## config.mk

```make
export PLATFORM = sky130hd
export DESIGN_NAME = uart_rx
export DESIGN_NICKNAME = d
export VERILOG_FILES = /design/src/rtl/uart_rx.sv
export SDC_FILE = /design/constraint.sdc
export NUM_CORES = 1
export LEC_CHECK = 0
export ABC_AREA = 1
export BUFFER_PORTS_ARGS = -buffer_cell sky130_fd_sc_hd__buf_4
export CORE_ASPECT_RATIO = 1.2
export CORE_MARGIN = 3
export CORE_UTILIZATION = 59
export CTS_CLUSTER_DIAMETER = 40
export DETAILED_ROUTE_END_ITERATION = 10
export GPL_ROUTABILITY_DRIVEN = 0
export HOLD_SLACK_MARGIN = 0.1
export PLACE_DENSITY_LB_ADDON = 0.25
export SLEW_MARGIN = 20
export SYNTH_ARGS = -nofsm -noshare
export SYNTH_HDL_FRONTEND = slang
export SYNTH_SLANG_ARGS = --single-unit
export TNS_END_PERCENT = 5
```

## constraint.sdc

```tcl
create_clock -name clk -period 1.7 [get_ports clk]
set_clock_uncertainty 0.2 [all_clocks]
set_input_delay 0.085 -clock clk [delete_from_list [all_inputs] [get_ports clk]]
set_output_delay 0.085 -clock clk [all_outputs]
set_load 0.05 [all_outputs]
```

## src/rtl/uart_rx.sv

```systemverilog
// 8N1 UART receiver with mid-bit sampling, framing-error detection and line-break hold-off.
// Define UART_RX_PARITY_EN to add an even-parity bit between the data and stop bits.
module uart_rx #(
    parameter int unsigned CLKS_PER_BIT = 868,
    parameter int unsigned SYNC_STAGES  = 2
) (
    input  logic       clk,
    input  logic       reset,
    input  logic       enable,
    input  logic       serial_in,
    output logic [7:0] rx_buf,
    output logic       done,
    output logic       frame_err,
`ifdef UART_RX_PARITY_EN
    output logic       parity_err,
`endif
    output logic       busy
);

    localparam int unsigned CW = (CLKS_PER_BIT > 1) ? $clog2(CLKS_PER_BIT) : 1;
    localparam logic [CW-1:0] BIT_END  = CW'(CLKS_PER_BIT - 1);
    localparam logic [CW-1:0] HALF_END = CW'(CLKS_PER_BIT / 2 - 1);

    typedef enum logic [2:0] {
        S_IDLE,
        S_START,
        S_DATA,
`ifdef UART_RX_PARITY_EN
        S_PARITY,
`endif
        S_STOP,
        S_BREAK
    } state_t;

    state_t                 state_reg, state_next;
    logic [SYNC_STAGES-1:0] sync_reg;
    logic                   serial_s;
    logic [CW-1:0]          cnt_reg, cnt_next;
    logic [2:0]             bit_idx_reg, bit_idx_next;
    logic [7:0]             shift_reg, shift_next;
    logic [7:0]             rx_buf_reg, rx_buf_next;
    logic                   done_reg, done_next;
    logic                   frame_err_reg, frame_err_next;
`ifdef UART_RX_PARITY_EN
    logic                   parity_bit_reg, parity_bit_next;
    logic                   parity_err_reg, parity_err_next;
`endif

    // Presetting to 1 keeps an idle-high line from looking like a start bit after reset.
    always_ff @(posedge clk or negedge reset) begin
        if (!reset) begin
            sync_reg <= '1;
        end else begin
            sync_reg <= {sync_reg[SYNC_STAGES-2:0], serial_in};
        end
    end

    assign serial_s = sync_reg[SYNC_STAGES-1];

    always_ff @(posedge clk or negedge reset) begin
        if (!reset) begin
            state_reg      <= S_IDLE;
            cnt_reg        <= '0;
            bit_idx_reg    <= '0;
            shift_reg      <= '0;
            rx_buf_reg     <= '0;
            done_reg       <= 1'b0;
            frame_err_reg  <= 1'b0;
`ifdef UART_RX_PARITY_EN
            parity_bit_reg <= 1'b0;
            parity_err_reg <= 1'b0;
`endif
        end else begin
            state_reg      <= state_next;
            cnt_reg        <= cnt_next;
            bit_idx_reg    <= bit_idx_next;
            shift_reg      <= shift_next;
            rx_buf_reg     <= rx_buf_next;
            done_reg       <= done_next;
            frame_err_reg  <= frame_err_next;
`ifdef UART_RX_PARITY_EN
            parity_bit_reg <= parity_bit_next;
            parity_err_reg <= parity_err_next;
`endif
        end
    end

    always_comb begin
        state_next      = state_reg;
        cnt_next        = cnt_reg;
        bit_idx_next    = bit_idx_reg;
        shift_next      = shift_reg;
        rx_buf_next     = rx_buf_reg;
        done_next       = 1'b0;
        frame_err_next  = frame_err_reg;
`ifdef UART_RX_PARITY_EN
        parity_bit_next = parity_bit_reg;
        parity_err_next = parity_err_reg;
`endif
        case (state_reg)
            S_IDLE: begin
                if (enable && !serial_s) begin
                    state_next = S_START;
                    cnt_next   = '0;
                end
            end
            S_START: begin
                if (cnt_reg == HALF_END) begin
                    cnt_next = '0;
                    if (!serial_s) begin
                        state_next   = S_DATA;
                        bit_idx_next = '0;
                    end else begin
                        state_next = S_IDLE;
                    end
                end else begin
                    cnt_next = cnt_reg + CW'(1);
                end
            end
            S_DATA: begin
                if (cnt_reg == BIT_END) begin
                    // LSB arrives first, so shifting in from the top leaves bit 0 at the bottom.
                    shift_next   = {serial_s, shift_reg[7:1]};
                    cnt_next     = '0;
                    bit_idx_next = bit_idx_reg + 3'd1;
                    if (bit_idx_reg == 3'd7) begin
`ifdef UART_RX_PARITY_EN
                        state_next = S_PARITY;
`else
                        state_next = S_STOP;
`endif
                    end
                end else begin
                    cnt_next = cnt_reg + CW'(1);
                end
            end
`ifdef UART_RX_PARITY_EN
            S_PARITY: begin
                if (cnt_reg == BIT_END) begin
                    parity_bit_next = serial_s;
                    cnt_next        = '0;
                    state_next      = S_STOP;
                end else begin
                    cnt_next = cnt_reg + CW'(1);
                end
            end
`endif
            S_STOP: begin
                if (cnt_reg == BIT_END) begin
                    cnt_next = '0;
                    if (serial_s) begin
                        rx_buf_next     = shift_reg;
                        done_next       = 1'b1;
                        frame_err_next  = 1'b0;
`ifdef UART_RX_PARITY_EN
                        parity_err_next = (^shift_reg) != parity_bit_reg;
`endif
                        state_next      = S_IDLE;
                    end else begin
                        frame_err_next = 1'b1;
                        state_next     = S_BREAK;
                    end
                end else begin
                    cnt_next = cnt_reg + CW'(1);
                end
            end
            S_BREAK: begin
                if (serial_s) begin
                    state_next = S_IDLE;
                end
            end
            default: begin
                state_next = S_IDLE;
            end
        endcase
    end

    assign rx_buf     = rx_buf_reg;
    assign done       = done_reg;
    assign frame_err  = frame_err_reg;
`ifdef UART_RX_PARITY_EN
    assign parity_err = parity_err_reg;
`endif
    assign busy       = (state_reg != S_IDLE);

endmodule

```

==> flow_summary.json <==
{
  "status": "complete, but fails checks",
  "violations": "negative setup slack",
  "finalCritPeriodShare": 1.056,
  "clockBufferDepth": 2,
  "grt_pass1_vias": 1630,
  "post-route-drc-count": 0,
  "syn_nets": 249,
  "viasPerCell": 5.534,
  "wl_per_cell_um": 14.19,
  "ioPinCount": 15,
  "io_buffers": 14,
  "postSynthCellCount": 241,
  "antenna_left": 0,
  "htreeDepth": 2,
  "required_ns": 1.69,
  "diodes": 0,
  "insertion_delay_ns": 0.34,
  "relSlewSlack": 0.7017,
  "seq_area_frac_synth": 0.4667,
  "min_path_type": "in2reg",
  "syn2layout_area_growth_pct": 22.95,
  "drt-pass1-iter-count": 4,
  "cts_tree": "yes",
  "p_int_mw": 1.811,
  "seqPwrFrac": 0.377,
  "worst_slack_ns": -0.09592,
  "path_clk_slew_ns": 0.11,
  "post_synth.cell_area_avg_um2": 8.032,
  "start_util": 0.6223,
  "crit_path_max_fanout": 5,
  "finalSetupTns_ns": -0.2531,
  "final_layout_size_suffix_gt1_frac": 0.2996,
  "crit_arrival_ns": 1.79,
  "final-hold-violation-count": 0,
  "die_x_um": 58.29,
  "power.density_nw_per_um2": 1277,
  "rows": 22,
  "clock_sinks": 36,
  "synth_seq_cells": 36,
  "final_nets": 284,
  "cap_viol_max_count": 0,
  "grt_pass1_wl_um": 7238,
  "hold_ws_ns": 0.1334,
  "synth_area_um2": 1936,
  "grt.total_usage": 0.2457,
  "worst_pin_slew_ns": 0.4474,
  "antenna_found_initial": 0,
  "yosys_warnings": 0,
  "p_leak_nw": 1.252,
  "switching_power_mw": 1.227,
  "die_height_um": 68.75,
  "cp-start-kind": "flip-flop",
  "p_sw_frac": 0.4039,
  "clockRootBuffer": "clkbuf_4",
  "numCtsBuffers": 5,
  "coreArea_um2": 3110,
  "die_area_um2": 4007,
  "grt-ovfl-total": 0,
  "worst-setup-path-type": "reg2reg",
  "rsz0062_at_grt": "true",
  "clkPwrFrac": 0.222,
  "fin_crit_ns": 1.796,
  "hpwlAfterDp_um": 2911,
  "grt_max_degree": 37,
  "wirelength_um": 4442,
  "end_kind": "flip-flop",
  "largest_reg_flops": 10,
  "combPwrFrac": 0.401,
  "drt_iter0_drc": 141,
  "num_vias": 1732,
  "setup_viol": 9,
  "fmax_mhz": 556.8,
  "slew_viol_final": 0,
  "ys_types": 26,
  "ir_worst_vdd_mv": 1.292
}
## final cells by class
type                            count  area (um^2)
Clock buffer                        7        65.06
Clock inverter                      1        30.03
Fill cell                         230        730.7
Inverter                           30        115.1
Multi-Input combinational cell    173        978.4
Sequential cell                    36        909.6
Tap cell                           36        45.04
Timing Repair Buffer               30        236.5
## stage by stage
stage	instances	power, mW	instance area (um^2)	worst slack (ns)	util
global placement	295	2.083	2115	0.05342	0.6798
CTS	307	2.823	2260	-0.008763	0.7265
finish	313	3.038	2380	-0.09592	0.7651
global route	313	3.233	2380	-0.1940	0.7651
detailed placement	295	2.116	2115	0.001810	0.6798
floorplan	241	1.839	1936	0.1268	-
## placed cells by master, fill, tap and decap left out, drive strengths merged, types with 3 or more instances in the layout
| cell | count |
|---|---|
| inv | 30 |
| nand4 | 10 |
| dlygate4sd3 | 3 |
| nand3 | 28 |
| dfrtp | 34 |
| nand2 | 88 |
| buf | 27 |
| nor2 | 22 |
| clkbuf | 7 |
| ha | 4 |
| o21ai | 12 |
## power groups by stage
stage | clock (mW) | combinational (mW) | sequential [mW]
2_1_floorplan | 0 | 0.740 | 1.10
3_3_place_gp | 0 | 0.954 | 1.13
3_5_place_dp | 0 | 0.985 | 1.13
4_1_cts | 0.691 | 1.02 | 1.11
5_1_grt | 0.728 | 1.35 | 1.16
6_report | 0.675 | 1.22 | 1.15
## kinds of logic after synthesis
logic type	after synthesis	share of synthesized area
flip-flops	36	0.4667
AND/OR/NAND/NOR	150	0.3736
XOR/XNOR	2	0.009051
adder cells (fa/ha/maj)	4	0.02586
AO/OA/AOI/OAI	16	0.05429
buffers and inverters	33	0.07046
## metal layers
metal | GRT usage | routed length [um]
met3 | 0.05773 | 218
met4 | 0.1275 | 206
met5 | 0 | 0
met1 | 0.3020 | 1795
met2 | 0.4022 | 2222
## worst paths after layout
kind	start	to	slack (ns)	cells after the start
min in group asynchronous	reset	cnt_reg[3]	0.55	3
max in group asynchronous	reset	sync_reg[0]	0.39	3
hold / removal	enable	state_reg[2]	0.13	7
setup reg to reg	cnt_reg[0]	cnt_reg[1]	-0.1	8
hold reg to reg	sync_reg[0]	sync_reg[1]	0.17	0
setup / recovery	cnt_reg[0]	cnt_reg[1]	-0.1	8
## Yosys cell counts (all sizes together)
library cell  count  share of area
buf               3          0.012
dfrtp            34           0.44
dfstp             2          0.027
ha                4          0.026
inv              30          0.058
nand2            88           0.18
nand3            27          0.075
nand3b            1          0.010
nand4            10          0.032
nor2             22          0.060
nor3              2          0.011
o211ai            2         0.0078
o21ai            12          0.039
o21bai            2         0.0078
xor2              2         0.0091
## what timing repair did
| action | in CTS | in global routing |
|---|---|---|
| pin swaps | 2 | 18 |
| hold buffers | 3 | 0 |
| gates cloned | 1 | 0 |
| gates resized for setup | 4 | 22 |
| endpoints found under the hold margin | 37 | 0 |
| setup buffers | 0 | 6 |
| setup endpoints to repair | 8 | 29 |
## critical path, stage by stage, from the launching register on
cell	delay (ns)
dfrtp_1	0.46
ha_4	0.18
nand3_1	0.13
nor2_1	0.12
nand2_1	0.10
nand2_2	0.15
nand2_4	0.08
nand2_1	0.08
o21ai_0	0.15
Power figures use the tool's default switching activity.
